<file path="src/rtl/buffer_reader.sv">
// ==== buffer_reader : drains the buffer FIFO into a framed valid/ready stream ====
// ==== rev 1.0 =====================================================================
`default_nettype none

module buffer_reader #(
  parameter int bit_width = 16,
  parameter int pkt_len   = 4,
  parameter int cnt_width = 16
) (
  input  logic                 clk,
  input  logic                 rst,
  input  logic                 enable,
  input  logic                 buf_empty,
  input  logic [bit_width-1:0] buf_data,
  output logic                 buf_consume,
  output logic                 out_valid,
  input  logic                 out_ready,
  output logic [bit_width-1:0] out_data,
  output logic                 out_last,
  output logic [cnt_width-1:0] pkt_cnt,
  output logic                 idle
);

  localparam int WCNT_W = (pkt_len > 1) ? $clog2(pkt_len) : 1;
  localparam logic [WCNT_W-1:0] WCNT_LAST = WCNT_W'(pkt_len - 1);

  typedef enum logic [1:0] {
    EMPTY0 = 2'd0,
    ONE    = 2'd1,
    TWO    = 2'd2
  } occ_t;

  occ_t                 occ, occ_next;
  logic [bit_width-1:0] head, tail, head_next, tail_next;
  logic [WCNT_W-1:0]    wcnt;
  logic                 push, pop;

  // Consume looks only at registered occupancy, so out_ready never reaches the buffer.
  assign buf_consume = ~rst & enable & ~buf_empty & (occ != TWO);
  assign push        = buf_consume;
  assign out_valid   = (occ != EMPTY0);
  assign pop         = out_valid & out_ready;
  assign out_data    = head;
  assign out_last    = (wcnt == WCNT_LAST);
  assign idle        = (occ == EMPTY0) & buf_empty;

  always_ff @(posedge clk) begin
    if (rst) begin
      occ  <= EMPTY0;
      head <= '0;
      tail <= '0;
    end else begin
      occ  <= occ_next;
      head <= head_next;
      tail <= tail_next;
    end
  end

  always_comb begin
    occ_next  = occ;
    head_next = head;
    tail_next = tail;
    case (occ)
      EMPTY0: begin
        if (push) begin
          head_next = buf_data;
          occ_next  = ONE;
        end
      end
      ONE: begin
        // With push and pop together the head slot frees up, so the new word lands there.
        case ({push, pop})
          2'b10: begin
            tail_next = buf_data;
            occ_next  = TWO;
          end
          2'b01:   occ_next = EMPTY0;
          2'b11:   head_next = buf_data;
          default: occ_next = ONE;
        endcase
      end
      TWO: begin
        if (pop) begin
          head_next = tail;
          occ_next  = ONE;
        end
      end
      default: occ_next = EMPTY0;
    endcase
  end

  always_ff @(posedge clk) begin
    if (rst) begin
      wcnt    <= '0;
      pkt_cnt <= '0;
    end else if (pop) begin
      if (wcnt == WCNT_LAST) begin
        wcnt    <= '0;
        pkt_cnt <= pkt_cnt + cnt_width'(1);
      end else begin
        wcnt <= wcnt + WCNT_W'(1);
      end
    end
  end

endmodule

`default_nettype wire

</file>
<file path="config.mk">
export PLATFORM = sky130hd
export DESIGN_NAME = buffer_reader
export DESIGN_NICKNAME = d
export VERILOG_FILES = /design/src/rtl/buffer_reader.sv
export SDC_FILE = /design/constraint.sdc
export NUM_CORES = 1
export LEC_CHECK = 0
export BUFFER_PORTS_ARGS = -buffer_cell sky130_fd_sc_hd__buf_4
export CORE_ASPECT_RATIO = 0.8
export CORE_MARGIN = 5
export CORE_UTILIZATION = 40
export DETAILED_ROUTE_END_ITERATION = 10
export PLACE_DENSITY = 0.68
export SLEW_MARGIN = 30
export SYNTH_ARGS = -nofsm -noshare
export SYNTH_HDL_FRONTEND = slang
export SYNTH_SLANG_ARGS = --single-unit
</file>
<file path="constraint.sdc">
create_clock -name clk -period 2.7 [get_ports clk]
set_input_delay 0.27 -clock clk [delete_from_list [all_inputs] [get_ports clk]]
set_output_delay 0.27 -clock clk [all_outputs]
set_load 0.05 [all_outputs]
</file>
; After elaboration in Yosys (flattened, before gate mapping)
; Index checks and enable logic that the tools add are counted.
[word_totals]
ff_bits = 52
in_bits = 21
[op_classes]
n_mux = 9
n_bitwise = 7
add_sub_neg = 2
n_reduce_logical = 7
eq_ne = 11
[ops]
columns = operator, count
row1 = $mux 16, 3
row2 = $pmux 16 s3, 1
row3 = $add 16x1->16 const B, 1
row4 = $pmux 2 s3, 2
row5 = $eq 2x2->1 const B, 4
row6 = $ne 2x2->1 const B, 4
row7 = $mux 2, 3
row8 = $and 1x1->1, 5
row9 = $eq 2x1->1 const B, 2
row10 = $reduce_and 2->1, 2
row11 = $reduce_and 4->1, 1
row12 = $reduce_and 3->1, 1
row13 = $reduce_bool 3->1, 1
row14 = $add 2x1->2 const B, 1
row15 = $logic_not 2->1, 1
row16 = $ne 2x1->1 const B, 1
row17 = $not 1->1, 2
row18 = $reduce_bool 2->1, 1

; Longest topological paths before layout
; Gate-level depths: netlist of the first run.
[logic_depth]
ltp_word = 7
ltp_mapped = 12
mapped_depth_nobuf = 7

; Worst setup path after synthesis of the first run
; Ideal clock, no wire load.
[synth_timing]
path_kind = register to register
from = register occ[0]
to = register occ[1]
arrival_ps = 2792
stages_incl_launch_ff = 12
slack_ps = -177
setup_time_ps = 86
path_buffers = 5
required_ps = 2614
synth_period_minus_slack_ps = 2877
path_cell_list = dfxtp_1 buf_2 nand2b_1 buf_2 buf_2 and4b_1 ha_1 nand2_1 or2_2 clkbuf_1 clkbuf_1 a211oi_1
[synth_between]
elab_chain_len = 5
[synth_lines]
columns = item, line
row1 = "start, declared", 33  ; occ_t occ, occ_next;
row2 = "start signal, assigned", 53  ; occ <= occ_next;
row3 = $ne 2x2->1 (*), 39  ; assign buf_consume = ~rst & enable & ~buf_empty & (occ != TWO);
row4 = $and 1x1->1 (*), 39
row5 = via buf_consume, 15  ; output logic buf_consume,
row6 = $eq 2x2->1 / $eq 2x1->1 (equally long branches), 72  ; case ({push, pop})
row7 = $pmux 2 s3 / $ne 2x2->1 (equally long branches), -
row8 = $pmux 2 s3 / $reduce_and 3->1 (equally long branches), -
; The timed path passes the listed nets; every way through them passes the cells marked *.
; A chain may end at the register's enable or synchronous reset.

; Worst setup path in the final report of the first run
[layout_timing]
from = register wcnt[0]
to = register pkt_cnt[11]
[layout_between]
elab_chain_len = 2
[layout_lines]
columns = item, line
row1 = "start, declared", 35  ; logic [WCNT_W-1:0] wcnt;
row2 = "start signal, assigned", 101  ; wcnt <= wcnt + WCNT_W'(1);
row3 = $eq 2x2->1, 97  ; if (wcnt == WCNT_LAST) begin
row4 = $reduce_and 2->1 (no source line), -
row5 = "end signal, assigned", 99  ; pkt_cnt <= pkt_cnt + cnt_width'(1);
row6 = "end, declared", 20  ; output logic [cnt_width-1:0] pkt_cnt,
; No other way between the ends.

==> impl_metrics.toml, run 1 <==
[outcome]
status = "finished, final reports clean"

[timing]
slew_viol_final = 0
tightestPinTransition_ns = 0.648
slew_headroom_pct = 56.8
fin_crit_ns = 2.09
rsz0062_at_grt = "no"
hold_viol = 0
setup_violations = 0
skew_ns = 0.00778
fin_tns_setup_ns = 0
fin_hold_ws_ns = 0.232
period_share_pct = 77.3
max_clock_freq_ghz = 0.479

[synthesis]
synth_compound_area_share_pct = 15.8
synth_top_family_by_area = "simple AND/OR/NAND/NOR gates"
yosys_register_bits = 52
ys_warn_count = 0
synth_xor_area_share_pct = 3.50
syn_area_per_cell_um2 = 8.59
synthArstFlopShare_pct = 0
synth.distinct_cells = 34
synthMuxAreaShare_pct = 7.56
yosys.area_share.simple_pct = 20.6
synthCells = 262
synth_edf_count = 0
yosysSeqAreaShare_pct = 46.3
ys.flop_type = "dfxtp_1"
synth_nets = 287
netlist_area_mm2 = 0.00225
synth-adder-area-share_pct = 2.22

[critical_path]
startpoint = "wcnt[0]$_SDFFE_PP0P_"
r2r_start = "wcnt[0]$_SDFFE_PP0P_"
worst-path-max-fanout = 5
crit_buf_inv = 0
cpPeakStageDelay_ns = 0.59
cp-end-kind = "register"
reg2reg_slack_ns = 0.61
cp_top_family = "simple AND/OR/NAND/NOR gates"
path_class = "register to register"
crit_path_start_kind = "register"
worstPathArrival_ns = 2.32
crit_slowest_cell = "or4_4"
critical_path.cell_chain = "ha_1, o211ai_2, or4_4, or4_1, a21oi_1"
cp.required_ns = 2.93

[place]
hpwl_um = 3590
io_buffers = 56
dp_cells = 384
finalWeightedCongestion = 0.764

[global_route]
grt_pass1_vias = 1911
antenna_found_initial = 0
grt_max_degree = 54
grt_use_total_pct = 14.5
grt-ovfl-total = 0
grt_pass1_wl_um = 8660

[cts]
clk_pin_slew_ns = 0.09
cts_setup_buffers = 0
htreeDepth = 2
postCtsHoldBufs = 0
clock_sinks = 52
ctsLongestPathBuffers = 2
clockRootBuffer = "clkbuf_8"
cts_tree = "done"
cts_inserted_buffers = 5
cts-resized-gates = 0
clk_latency_ns = 0.29

[layout]
fin_util_pct = 51.6
synthToLayoutAreaGrowth_pct = 25.4
fill_cells = 554
drive_gt1_share_pct = 25.2
layout_commonest_cell = "buf_4"
final_cell_count_no_fill = 391
nNetsFinal = 338
final_cell_mix = "buf_4, dfxtp_1, nand2_1"
antenna_cells = 0

[floorplan]
rows = 24
start_util_pct = 41.2
core_area_mm2 = 0.00547
die_width_um = 93.8
die_h_um = 77.1
die_area_mm2 = 0.00723
io-pin-count = 57

[routing]
wl_per_cell_um = 12.8
viasPerCell = 5.07
firstDrtPassIters = 4
drtIter0Drc = 98
antenna_left = 0
routed_wl_um = 5010
drc = 0
routed-via-count = 1983

[power_and_ir_drop]
peakVddDrop_mv = 0.258
total_power_mw = 1.80
p_sw_share_pct = 34.3
power.density_mw_per_mm2 = 637
combPwrFrac_pct = 29.4
internal_power_mw = 1.18
switchingPower_mw = 0.616
clock_power_share_pct = 22.4
p_leak_nw = 1.20
power_frac_seq_pct = 48.1

[worst_hold_path]
holdCritStartpoint = "buf_data[11]"
hold_path_class = "primary input to register"

[flow_run]
max-cap-violations = 0
-- final timing paths --
kind | end | cells past startpoint
worst max-delay path | pkt_cnt[11]$_SDFFE_PP0P_ | 5
worst min-delay path | tail[11]$_SDFFE_PP0P_ | 3
worst min register to register | tail[15]$_SDFFE_PP0P_ | 2
worst max register to register | pkt_cnt[11]$_SDFFE_PP0P_ | 5
-- cell usage after synthesis, drive strengths merged, types with 2 or more instances --
master   n  area (um2)
nand3    4        20.0
nand2b   2        12.5
nand2   43         161
a21oi   25         125
o21ai    4        20.0
or2      3        18.8
or3      2        13.8
a211oi  17         128
buf      6        30.0
inv      6        22.5
nor2    32         120
a31o     3        26.3
and3     2        12.5
clkbuf  10        37.5
ha       4        50.1
dfxtp   52        1040
or4      2        18.8
nor4     4        25.0
mux2i   17         170
xor2     4        35.0
nand4    6        37.5
xnor2    5        43.8
-- cell families after synthesis --
kind of cell               Yosys count
and+or+nand+nor                    103
DFF                                 52
adders and majority gates            4
muxes                               17
AOI/OAI and AO/OA                   55
xor gates and xnor gates             9
buffers and inverters               22
-- stage by stage --
step	worst slack, ns	cell area [um2]
after floorplan	0.0657	2250
after global placement	0.436	2740
after detailed placement	0.617	2740
after CTS	0.607	2820
after global routing	0.396	2820
final	0.612	2820
-- final cells by class --
cell class	instances	area (um2)	share of cell area, %
Timing Repair Buffer	60	450	16.0
Clock inverter	1	5.00	0.177
Clock buffer	6	72.6	2.57
Tap cell	78	97.6	3.46
Sequential cell	52	1040	36.9
Inverter	6	22.5	0.799
Multi-Input combinational cell	188	1130	40.1
-- power by group through the flow --
stage | clock, mW | combinational (mW) | sequential, mW
final | 0.403 | 0.529 | 0.865
after global routing | 0.461 | 0.569 | 0.877
after CTS | 0.422 | 0.534 | 0.867
after detailed placement | 0 | 0.533 | 0.885
after global placement | 0 | 0.530 | 0.883
after floorplan | 0 | 0.228 | 1.03
-- per-layer routing --
metal / GRT usage, % / wire length [um]
met5: 0 / 0
met4: 5.34 / 71
met3: 3.52 / 220
met2: 24.4 / 2360
met1: 17.9 / 2360
-- worst register-to-register path, cell delays in order (launching register included) --
cell and delay (ns):
dfxtp_1 0.36, ha_1 0.27, o211ai_2 0.17, or4_4 0.59, or4_1 0.51, a21oi_1 0.14
-- flip-flops by register name, indices dropped and copies added (netlist names) --
register,cells
pkt_cnt,16
occ,2
tail,16
wcnt,2
out_data,16
No activity file was read; power rests on OpenSTA's default activity.
==> run 2, diff against run 1 <==
- PLACE_DENSITY: 0.68 -> 0.7
- clock period: 2.7 -> 1.79 ns (I/O delays scaled with it)
==> impl_metrics.toml, run 2 (same netlist as run 1, synthesis figures left out) <==
[place]
place_area_mm2 = 0.00295
hpwl_um = 3830
place_ws_ns = -0.0973
io_buffers = 56
finalWeightedCongestion = 0.786

[critical_path]
cpPeakStageDelay_ns = 0.53
critical_path.cell_chain = "ha_4, o211ai_4, or4_4, or4_4, a21oi_2"
crit_buf_inv = 0
cp_top_family = "simple AND/OR/NAND/NOR gates"
path_class = "register to register"
crit_path_start_kind = "register"
cp-end-kind = "register"
cp.required_ns = 2.03
worst-path-max-fanout = 3
cp_common_cell = "or4_4"
crit_slowest_cell = "or4_4"
worstPathArrival_ns = 2.02

[outcome]
status = "finished, final reports clean"

[layout]
nNetsFinal = 358
antenna_cells = 0
stdcell_area_mm2 = 0.00315
fill_cells = 528
final_cell_mix = "buf_4, dfxtp_1, nand2_1"
synthToLayoutAreaGrowth_pct = 40.0
drive_gt1_share_pct = 36.5
layout_commonest_cell = "buf_4"

[timing]
hold_viol = 0
period_share_pct = 99.8
fin_tns_setup_ns = 0
setup_violations = 0
max_clock_freq_ghz = 0.560
tightestPinTransition_ns = 0.440
rsz0062_at_grt = "yes"
finalWorstSetupSlack_ns = 0.00291
slew_headroom_pct = 70.6
slew_viol_final = 0
skew_ns = 0.00658
fin_hold_ws_ns = 0.123
fin_crit_ns = 1.79

[power_and_ir_drop]
p_sw_share_pct = 34.5
switchingPower_mw = 1.01
power.density_mw_per_mm2 = 932
combPwrFrac_pct = 31.7
p_leak_nw = 1.34
clock_power_share_pct = 24.0
peakVddDrop_mv = 0.539
power_frac_seq_pct = 44.3
internal_power_mw = 1.92

[floorplan]
die_area_mm2 = 0.00723
start_util_pct = 41.2
rows = 24
core_area_mm2 = 0.00547
io-pin-count = 57
die_h_um = 77.1
die_width_um = 93.8

[routing]
routed_wl_um = 5420
firstDrtPassIters = 4
drtIter0Drc = 85
antenna_left = 0
drc = 0
routed-via-count = 2040
wl_per_cell_um = 13.2
viasPerCell = 4.95

[global_route]
grt_pass1_vias = 1835
grt_max_degree = 40
grt-ovfl-total = 0
grt_pass1_wl_um = 8670
grt_use_total_pct = 14.7
antenna_found_initial = 0

[cts]
clockRootBuffer = "clkbuf_8"
clk_latency_ns = 0.30
postCtsHoldBufs = 0
htreeDepth = 2
clock_sinks = 52
cts_inserted_buffers = 5
clk_pin_slew_ns = 0.10
ctsLongestPathBuffers = 2
cts_tree = "done"

[worst_hold_path]
hold_path_class = "primary input to register"

[flow_run]
max-cap-violations = 0
-- run 2: changes by cell type in the layout (fill, tap and decap cells not counted), sizes merged --
cell | previous run | this run
clkbuf | 6 | 7
buf | 60 | 79
inv | 6 | 7
-- run 2: final cells by class --
class	count	area [um2]	share of cell area (%)
Clock buffer	6	82.6	2.62
Tap cell	78	97.6	3.10
Inverter	6	22.5	0.715
Sequential cell	52	1060	33.6
Clock inverter	2	13.8	0.437
Multi-Input combinational cell	188	1230	39.2
Timing Repair Buffer	80	642	20.4
-- run 2: worst paths after layout --
path	depth (start not counted)	slack, ns	endpoint	from
setup reg to reg	5	0.003	pkt_cnt[11]$_SDFFE_PP0P_	wcnt[1]$_SDFFE_PP0P_
setup / recovery	5	0.003	pkt_cnt[11]$_SDFFE_PP0P_	wcnt[1]$_SDFFE_PP0P_
hold / removal	3	0.12	tail[9]$_SDFFE_PP0P_	buf_data[9]
hold reg to reg	2	0.46	tail[6]$_SDFFE_PP0P_	tail[6]$_SDFFE_PP0P_
-- run 2: metal layers --
metal / wire length, um / up-vias / GRT usage, %
met4: 29 / 0 / 4.47
li1: - / 1056 / -
met3: 246 / 2 / 3.62
met5: 0 / - / 0
met1: 2560 / 942 / 19.7
met2: 2580 / 40 / 23.3
-- run 2: timing repair --
item	in CTS	in global routing
endpoints found under the hold margin	0	0
pin swaps	3	2
setup buffers	0	2
setup endpoints to repair	2	31
gates cloned	0	1
resized for setup	2	14
-- run 2: stage by stage --
step	utilization, %	instances	power, mW
finish	57.6	412	2.94
global route	57.6	412	3.09
CTS	55.8	409	2.90
detailed placement	54.0	401	2.19
global placement	54.0	401	2.19
floorplan	-	262	1.96
-- run 2: power groups by stage --
stage / sequential (mW) / combinational (mW) / clock (mW)
CTS: 1.30 / 0.872 / 0.731
floorplan: 1.56 / 0.393 / 0
detailed placement: 1.32 / 0.872 / 0
finish: 1.30 / 0.930 / 0.704
global placement: 1.32 / 0.864 / 0
global route: 1.32 / 0.984 / 0.788
-- run 2: tightest hold or removal path: stages --
cell and delay (ns):
buf_4 0.11, nand2_1 0.05, a21oi_1 0.05
